<file path="config.mk">
export PLATFORM = sky130hd
export DESIGN_NAME = enemy_chaser_flat
export DESIGN_NICKNAME = d
export VERILOG_FILES = /design/src/rtl/enemy_chaser_if.sv /design/src/rtl/enemy_chaser.sv /design/src/flat_wrapper.sv
export SDC_FILE = /design/constraint.sdc
export NUM_CORES = 1
export LEC_CHECK = 0
export BUFFER_PORTS_ARGS = -buffer_cell sky130_fd_sc_hd__buf_2
export CAP_MARGIN = 20
export CORE_MARGIN = 2
export CORE_UTILIZATION = 40
export CTS_BUF_LIST = sky130_fd_sc_hd__clkbuf_2 sky130_fd_sc_hd__clkbuf_4 sky130_fd_sc_hd__clkbuf_8
export CTS_CLUSTER_SIZE = 12
export DETAILED_ROUTE_END_ITERATION = 10
export PLACE_DENSITY = 0.68
export REMOVE_ABC_BUFFERS = 1
export SLEW_MARGIN = 5
export SYNTH_ARGS = -nofsm -noshare
export SYNTH_HDL_FRONTEND = slang
export SYNTH_SLANG_ARGS = --single-unit
</file>
<file path="constraint.sdc">
create_clock -name frame_clk -period 4.1 [get_ports frame_clk]
set_input_delay 0.41 -clock frame_clk [delete_from_list [all_inputs] [get_ports frame_clk]]
set_output_delay 0.41 -clock frame_clk [all_outputs]
set_load 0.05 [all_outputs]
</file>
<file path="src/rtl/enemy_chaser_if.sv">
// Bundles the chef/map inputs and enemy outputs exchanged between the game top and one enemy.
interface enemy_chaser_if;
  logic       enable;
  logic [9:0] ChefX;
  logic [9:0] ChefY;
  logic       walk;
  logic       climb;
  logic       squash;
  logic [9:0] EnemyX;
  logic [9:0] EnemyY;
  logic       hurt_chef;
  logic       squashed;
  logic       alive;

  modport master (
    output enable, ChefX, ChefY, walk, climb, squash,
    input  EnemyX, EnemyY, hurt_chef, squashed, alive
  );

  modport slave (
    input  enable, ChefX, ChefY, walk, climb, squash,
    output EnemyX, EnemyY, hurt_chef, squashed, alive
  );
endinterface

</file>
<file path="src/rtl/enemy_chaser.sv">
// One pursuing enemy: steps toward the chef at frame rate, flags contact and squash,
// and sits out a respawn delay after either event.
module enemy_chaser #(
  parameter int SPAWN_X        = 8,
  parameter int SPAWN_Y        = 148,
  parameter int X_MIN          = 0,
  parameter int X_MAX          = 192,
  parameter int Y_MIN          = 5,
  parameter int Y_MAX          = 148,
  parameter int STEP_DIV       = 3,
  parameter int HIT_RADIUS     = 4,
  parameter int RESPAWN_FRAMES = 120
) (
  input logic            frame_clk,
  input logic            Reset_n,
  enemy_chaser_if.slave  bus
);

  localparam int TIMER_W = $clog2(RESPAWN_FRAMES + 1);
  localparam int STEP_W  = (STEP_DIV > 1) ? $clog2(STEP_DIV) : 1;

  localparam logic [9:0]         XMIN      = 10'(X_MIN);
  localparam logic [9:0]         XMAX      = 10'(X_MAX);
  localparam logic [9:0]         YMIN      = 10'(Y_MIN);
  localparam logic [9:0]         YMAX      = 10'(Y_MAX);
  localparam logic [9:0]         SPX       = 10'(SPAWN_X);
  localparam logic [9:0]         SPY       = 10'(SPAWN_Y);
  localparam logic [9:0]         RADIUS    = 10'(HIT_RADIUS);
  localparam logic [TIMER_W-1:0] TIMER_TOP = TIMER_W'(RESPAWN_FRAMES);
  localparam logic [STEP_W-1:0]  STEP_LAST = STEP_W'(STEP_DIV - 1);

  typedef enum logic [1:0] {RESPAWN, CHASE, HIT} state_t;

  state_t             state, state_next;
  logic [TIMER_W-1:0] timer, timer_next;
  logic [STEP_W-1:0]  step_cnt, step_next;
  logic [9:0]         enemy_x, enemy_y, x_next, y_next;
  logic               hurt_q, squashed_q, alive_q;
  logic               hurt_next, squashed_next;
  logic [9:0]         dx, dy;
  logic               contact;

  // Magnitudes taken as larger minus smaller so the unsigned difference never wraps.
  assign dx      = (bus.ChefX > enemy_x) ? (bus.ChefX - enemy_x) : (enemy_x - bus.ChefX);
  assign dy      = (bus.ChefY > enemy_y) ? (bus.ChefY - enemy_y) : (enemy_y - bus.ChefY);
  assign contact = (dx < RADIUS) && (dy < RADIUS);

  always_comb begin
    state_next    = state;
    timer_next    = timer;
    step_next     = step_cnt;
    x_next        = enemy_x;
    y_next        = enemy_y;
    hurt_next     = 1'b0;
    squashed_next = 1'b0;
    if (bus.enable) begin
      case (state)
        RESPAWN: begin
          if (timer == '0) begin
            state_next = CHASE;
            step_next  = '0;
          end else begin
            timer_next = timer - TIMER_W'(1);
          end
        end
        CHASE: begin
          if (bus.squash) begin
            squashed_next = 1'b1;
            state_next    = RESPAWN;
            timer_next    = TIMER_TOP;
            step_next     = '0;
            x_next        = SPX;
            y_next        = SPY;
          end else if (contact) begin
            hurt_next  = 1'b1;
            state_next = HIT;
          end else if (step_cnt != STEP_LAST) begin
            step_next = step_cnt + STEP_W'(1);
          end else begin
            // Ladder motion wins over walking; with no legal surface the enemy drops.
            step_next = '0;
            if (bus.climb && (bus.ChefY != enemy_y)) begin
              if (bus.ChefY > enemy_y) begin
                if (enemy_y < YMAX) y_next = enemy_y + 10'd1;
              end else begin
                if (enemy_y > YMIN) y_next = enemy_y - 10'd1;
              end
            end else if (bus.walk && (bus.ChefX != enemy_x)) begin
              if (bus.ChefX > enemy_x) begin
                if (enemy_x < XMAX) x_next = enemy_x + 10'd1;
              end else begin
                if (enemy_x > XMIN) x_next = enemy_x - 10'd1;
              end
            end else if (!bus.walk && !bus.climb) begin
              if (enemy_y < YMAX) y_next = enemy_y + 10'd1;
            end
          end
        end
        HIT: begin
          state_next = RESPAWN;
          timer_next = TIMER_TOP;
          step_next  = '0;
          x_next     = SPX;
          y_next     = SPY;
        end
        default: begin
          state_next = RESPAWN;
          timer_next = TIMER_TOP;
        end
      endcase
    end
  end

  always_ff @(posedge frame_clk) begin
    if (!Reset_n) begin
      state      <= RESPAWN;
      timer      <= TIMER_TOP;
      step_cnt   <= '0;
      enemy_x    <= SPX;
      enemy_y    <= SPY;
      hurt_q     <= 1'b0;
      squashed_q <= 1'b0;
      alive_q    <= 1'b0;
    end else begin
      state      <= state_next;
      timer      <= timer_next;
      step_cnt   <= step_next;
      enemy_x    <= x_next;
      enemy_y    <= y_next;
      hurt_q     <= hurt_next;
      squashed_q <= squashed_next;
      alive_q    <= (state_next == CHASE);
    end
  end

  assign bus.EnemyX    = enemy_x;
  assign bus.EnemyY    = enemy_y;
  assign bus.hurt_chef = hurt_q;
  assign bus.squashed  = squashed_q;
  assign bus.alive     = alive_q;

endmodule
</file>
<file path="src/flat_wrapper.sv">
// flat-port wrapper written by rule: the top's interface ports become plain ports
module enemy_chaser_flat 
#(
  parameter int SPAWN_X        = 8,
  parameter int SPAWN_Y        = 148,
  parameter int X_MIN          = 0,
  parameter int X_MAX          = 192,
  parameter int Y_MIN          = 5,
  parameter int Y_MAX          = 148,
  parameter int STEP_DIV       = 3,
  parameter int HIT_RADIUS     = 4,
  parameter int RESPAWN_FRAMES = 120
)
  (frame_clk, Reset_n, bus_enable, bus_ChefX, bus_ChefY, bus_walk, bus_climb, bus_squash, bus_EnemyX, bus_EnemyY, bus_hurt_chef, bus_squashed, bus_alive);
  enemy_chaser_if bus_i ();
  input logic frame_clk;
  input logic Reset_n;
  input wire logic [$bits(bus_i.enable)-1:0] bus_enable;
  input wire logic [$bits(bus_i.ChefX)-1:0] bus_ChefX;
  input wire logic [$bits(bus_i.ChefY)-1:0] bus_ChefY;
  input wire logic [$bits(bus_i.walk)-1:0] bus_walk;
  input wire logic [$bits(bus_i.climb)-1:0] bus_climb;
  input wire logic [$bits(bus_i.squash)-1:0] bus_squash;
  output wire logic [$bits(bus_i.EnemyX)-1:0] bus_EnemyX;
  output wire logic [$bits(bus_i.EnemyY)-1:0] bus_EnemyY;
  output wire logic [$bits(bus_i.hurt_chef)-1:0] bus_hurt_chef;
  output wire logic [$bits(bus_i.squashed)-1:0] bus_squashed;
  output wire logic [$bits(bus_i.alive)-1:0] bus_alive;
  assign bus_i.enable = bus_enable;
  assign bus_i.ChefX = bus_ChefX;
  assign bus_i.ChefY = bus_ChefY;
  assign bus_i.walk = bus_walk;
  assign bus_i.climb = bus_climb;
  assign bus_i.squash = bus_squash;
  assign bus_EnemyX = bus_i.EnemyX;
  assign bus_EnemyY = bus_i.EnemyY;
  assign bus_hurt_chef = bus_i.hurt_chef;
  assign bus_squashed = bus_i.squashed;
  assign bus_alive = bus_i.alive;
  enemy_chaser #(.SPAWN_X(SPAWN_X), .SPAWN_Y(SPAWN_Y), .X_MIN(X_MIN), .X_MAX(X_MAX), .Y_MIN(Y_MIN), .Y_MAX(Y_MAX), .STEP_DIV(STEP_DIV), .HIT_RADIUS(HIT_RADIUS), .RESPAWN_FRAMES(RESPAWN_FRAMES)) u_core (.frame_clk(frame_clk), .Reset_n(Reset_n), .bus(bus_i));
endmodule
</file>
Word level (Yosys, flattened, before mapping)
Index checks and enable logic that the tools add are counted.
Word-level totals
  word-level logic and storage cells: 99
  output and inout bits: 23
  input bits: 26
  register bits after elaboration: 34
Cells by class
  muxes and demuxes: 36
  add/sub/neg operators: 10
  bitwise logic cells: 3
  equal/unequal tests: 18
  $lt $le $gt $ge: 8
  reduce and logical (&&, ||, !) cells: 16
Operators with widths (count)
  10-bit two-way mux: 19
  10-bit case mux with 2 select lines: 2
  10-bit subtractor: 4
  10-bit by 1-bit adder with 10-bit output, second input constant: 2
  10-bit > comparator: 2
  10-bit by 3-bit less-than comparator with 1-bit output, second input constant: 2
  10-bit by 8-bit less-than comparator with 1-bit output, second input constant: 2
  10-bit != test: 2
  10-bit by 1-bit subtractor with 10-bit output, second input constant: 2
  2-bit two-way mux: 8
  7-bit two-way mux: 2
  7-bit case mux with 2 select lines: 1
  10-bit by 1-bit > comparator with 1-bit output, second input constant: 1
  10-bit by 3-bit > comparator with 1-bit output, second input constant: 1
  3-bit != test, second input constant: 3
  4-bit by 2-bit != test with 1-bit output, second input constant: 2
  8-bit AND reduction: 1
  7-bit logical NOT: 1
  7-bit AND reduction: 1
  7-bit by 1-bit subtractor with 7-bit output, second input constant: 1
  2-bit != test, second input constant: 3
  2-bit case mux with 3 select lines: 1
  3-bit AND reduction: 2
  5-bit != test, second input constant: 1
  other kinds (17): 25

Logic depth before layout (Yosys ltp)
  word-level depth: 9
  depth in mapped cells: 19
  depth with buffers taken out: 18

Worst setup path after synthesis
No wires, ideal clock.
  path type: register to register
  from: register u_core.enemy_x[5], in the netlist u_core.bus.EnemyX[5]
  to: register u_core.enemy_x[9], in the netlist u_core.bus.EnemyX[9]
  arrival: 4.092 ns
  data required time: 3.965 ns
  cell stages (with the launch flop): 17
  path slack: -0.126 ns
  path buffers: 1
  setup time: 0.135 ns
  clock period less this slack: 4.226 ns
  cell sequence: dfxtp_1 > inv_1 > ha_1 > clkbuf_1 > a21oi_1 > a31oi_1 > o21a_1 > o21ai_1 > ha_1 > a21oi_1 > o211ai_1 > o41ai_1 > o21ai_0 > xor2_1 > o22ai_1 > o311ai_0 > o21ai_0
Between the ends
  longest elaborated chain between the ends: 9
  elaborated cells on any way between the ends: 26
  classes of those cells: add/sub: 4; order compare: 4; eq/ne: 5; mux: 10; reduce/logical: 3
Ends and longest elaborated chain
  start: declaration: RTL line enemy_chaser.sv:37  | logic [9:0] enemy_x, enemy_y, x_next, y_next;
  start signal: assignment: RTL line enemy_chaser.sv:128  | enemy_x <= x_next;
  parallel branches: the longest is 9 deep, another holds 10-bit subtractor
Several ways; the timed one is not identified. The select of a mux whose other input is x is not followed.
A chain may end at the register's enable or synchronous reset.

Worst setup path after layout
  from: register u_core.enemy_x[1], in the netlist u_core.bus.EnemyX[1]
  to: register u_core.enemy_x[9], in the netlist u_core.bus.EnemyX[9]
The elaborated chain is that of the path after synthesis.

==> impl_metrics.toml <==
[timing]
rsz0062_at_grt = "no"
setup_viol = 0
maxSlewViolCount = 0
period_minus_slack_ns = 3.765
hold_viol_final = 0
fin_ws_ns = 0.3348
fmax_mhz = 265.6
period_share_pct = 91.84
worst_pin_slew_ns = 0.8074
slew-limit-headroom_pct = 45.98
fin_skew_ns = 0.005958

[placed_design]
dp_hpwl_um = 9060
io_buffers = 48
placed_area_mm2 = 0.004538
gp_congestion = 0.9412
dp_worst_setup_slack_ns = -0.07360

[cts]
clock-root-buffer = "clkbuf_8"
cts_sinks = 34
cts_buffer_depth = 2
clock_insertion_delay_worst_skew_ns = 0.29
clk_pin_slew_ns = 0.08
cts_tree = "done"
htree_levels = 2
cts_inserted_buffers = 5

[min_path]
hold_depth = 3
holdCritStartpoint = "bus_squash"
whs_endpoint = "u_core.bus.squashed$_SDFF_PN0_"
hp-class = "in2reg"

[synthesis]
synth.largest_area_cell = "ha_1"
synth-edff-count = 0
yosys.cell_types.count = 75
syn_avg_cell_area_um2 = 7.521
ys_ff_latch = 34
synthCells = 544
yosys-top-cells-area = "ha_1 17%, dfxtp_1 17%, nand2_1 5.0%"
ys_warn_count = 0
yosys.area.top_type_share_pct = 16.82
synth_ff_type = "dfxtp_1"
netlist_area_mm2 = 0.004091
ys_async_sr_fraction_pct = 0
seq_area_frac_synth_pct = 16.64

[run_status]
status = "completed"

[drt]
post-route-drc-count = 0
drtPass1Iterations = 5
routedWlPerCell_um = 15.69
num_vias = 4238
drtIter0Drc = 282
ant_nets = 0
routed_wl_um = 11500
routed_via_density = 5.782

[critical_path]
crit_path_top_delay_cell = "o41ai_2"
critPathKind = "reg2reg"
critPathMaxStageDelay_ns = 0.37
cp.arrival_ns = 3.94
worstRegToRegCells = 16
path_max_fanout = 6
path_cells = "inv_1, ha_1, nor2b_1, o21bai_1, a31oi_1, o21a_2, o21ai_4, ha_1, a21oi_1, o211ai_1, o41ai_2, o21ai_0, xor2_1, o22ai_1, o311ai_0, o21ai_0"
required_ns = 4.27
r2r-start = "u_core.bus.EnemyX[1]$_SDFFE_PN0P_"
r2r_slack_ns = 0.33
worst-path-buf-inv = 1
cp-start-kind = "flip-flop"
crit_family = "compound AO/OA/AOI/OAI gates"
rr_endpoint = "u_core.bus.EnemyX[9]$_SDFFE_PN0P_"
end_kind = "flip-flop"

[cells_and_area]
drive_gt1_share_pct = 17.67
num-fill-cells = 961
syn2layout_area_growth_pct = 14.50
n_antenna_cell = 0
fin_area_mm2 = 0.004684
nets = 681

[power_and_ir_drop]
powerDensity_mw_per_mm2 = 187.2
total_power_mw = 0.8770
ir_worst_vdd_mv = 0.1418
p_leak_nw = 2.151

[floorplanning]
die_x_um = 105.1
row_count = 36
chipHeight_um = 105.1
start_util_pct = 41.48
dieArea_mm2 = 0.01105
ios = 49
core_area_mm2 = 0.009864

[global_routing]
grt_use_total_pct = 20.57
overflow = 0
grt_max_degree = 25
antenna_found_initial = 0
grt_pass1_wl_um = 18920
grt_pass1_vias = 3966

[run]
cap_violations = 0
## layout by cell type, fill, tap and decap left out, drive strengths merged, types with 3 or more instances in the layout
cell type	n
buf	72
nand2	55
ha	55
inv	50
dfxtp	34
nor2	31
o21ai	31
a21oi	30
nand3	25
nor3	22
xnor2	14
a31oi	12
xor2	11
nor4	11
nand4	10
or3	9
mux2i	9
o21a	9
a21o	8
nor2b	7
clkbuf	6
and2	5
nand2b	4
or2	4
nor4b	4
o31ai	4
o211ai	4
and4	4
o41ai	4
o21bai	3
a211oi	3
o22ai	3
a311o	3
and3	3
## timing repair
| action | in CTS | in global routing |
|---|---|---|
| buffers inserted | 0 | 1 |
| hold buffers | 0 | 0 |
| resized for setup | 0 | 6 |
| endpoints found under the setup margin | 0 | 1 |
## layout make-up
class                      count  area (µm²)  area share [%]
inverter                      50       187.7           4.006
clock inverter                 2       37.54          0.8013
tap                          133       166.4           3.552
sequential                    34       680.7           14.53
timing repair buffer          72       420.4           8.974
multi-input combinational    436        3115           66.51
clock buffer                   6       76.32           1.629
## registers in the layout, indices dropped and copies added (netlist names)
signal                count
u_core.timer              7
u_core.bus.EnemyX        10
u_core.bus.squashed       1
u_core.bus.EnemyY        10
u_core.state              2
u_core.bus.alive          1
u_core.step_cnt           2
u_core.bus.hurt_chef      1
## tightest hold or removal path, stage by stage
cell and delay [ns]:
buf_2 0.12, nand2_1 0.06, nor3_1 0.04
## Yosys cell counts, drive strengths merged, types with 2 or more instances
master  count
a211o       2
a211oi      3
a21boi      2
a21o        8
a21oi      30
a221oi      2
a22oi       2
a311o       3
a31o        2
a31oi      12
a32oi       2
and2        5
and3        3
and4        4
buf        12
clkbuf     12
dfxtp      34
ha         55
inv        50
mux2        2
mux2i       9
nand2      55
nand2b      4
nand3      25
nand4      10
nor2       31
nor2b       7
nor3       22
nor4       11
nor4b       4
o211ai      4
o21a        9
o21ai      31
o21bai      3
o221ai      2
o22ai       3
o311a       2
o311ai      2
o31ai       4
o41ai       4
or2         4
or3         9
xnor2      14
xor2       11
## where the power goes
group	internal (mW)	total (mW)	switching [mW]
Combinational	0.0867	0.210	0.123
Clock	0.188	0.326	0.138
Sequential	0.336	0.341	0.00585
Total	0.611	0.877	0.266
## worst max path at each step
| stage | from | end | slack, ns | depth (start not counted) |
|---|---|---|---|---|
| after floorplan | u_core.bus.EnemyX[1]$_SDFFE_PN0P_ | u_core.bus.EnemyX[9]$_SDFFE_PN0P_ | -0.12 | 16 |
| after global placement | bus_ChefX[5] | u_core.bus.EnemyX[9]$_SDFFE_PN0P_ | 0.23 | 16 |
| after detailed placement | bus_ChefX[5] | u_core.bus.EnemyX[9]$_SDFFE_PN0P_ | -0.07 | 16 |
| after CTS | u_core.bus.EnemyX[3]$_SDFFE_PN1P_ | u_core.bus.EnemyX[9]$_SDFFE_PN0P_ | 0.03 | 16 |
| after global routing | u_core.bus.EnemyX[1]$_SDFFE_PN0P_ | u_core.bus.EnemyX[9]$_SDFFE_PN0P_ | 0.03 | 16 |
| final | u_core.bus.EnemyX[1]$_SDFFE_PN0P_ | u_core.bus.EnemyX[9]$_SDFFE_PN0P_ | 0.33 | 16 |
## stage by stage
stage / instances / utilization (%) / setup TNS, ns / hold slack [ns]
after floorplan: 520 / - / -0.1239 / 0.4526
after global placement: 724 / 46.00 / 0 / 0.4719
after detailed placement: 724 / 46.00 / -0.07360 / 0.4643
after CTS: 732 / 47.16 / 0 / 0.3796
after global routing: 733 / 47.49 / 0 / 0.3873
final: 733 / 47.49 / 0 / 0.3826
## logic make-up (layout without fill, tap and decap cells)
kind of cell               count (synthesis)  count (layout)  share of synthesized area, %
adders and majority gates                 56              56                         17.31
muxes                                     11              11                         2.936
xor gates and xnor gates                  25              25                         5.352
AOI/OAI and AO/OA                        142             142                         24.19
buffers and inverters                     74             130                         7.829
and+or+nand+nor                          202             202                         25.75
DFF                                       34              34                         16.64
## routing by layer
layer  vias to the layer above  part of all wire, %  track usage [%]
met4                         0                  2.2            6.190
met5                         -                    0                0
met3                        21                  4.0            2.183
met2                       112                   47            34.83
li1                       2091                    -                -
met1                      2014                   47            27.41
No activity file was read; power rests on OpenSTA's default activity.
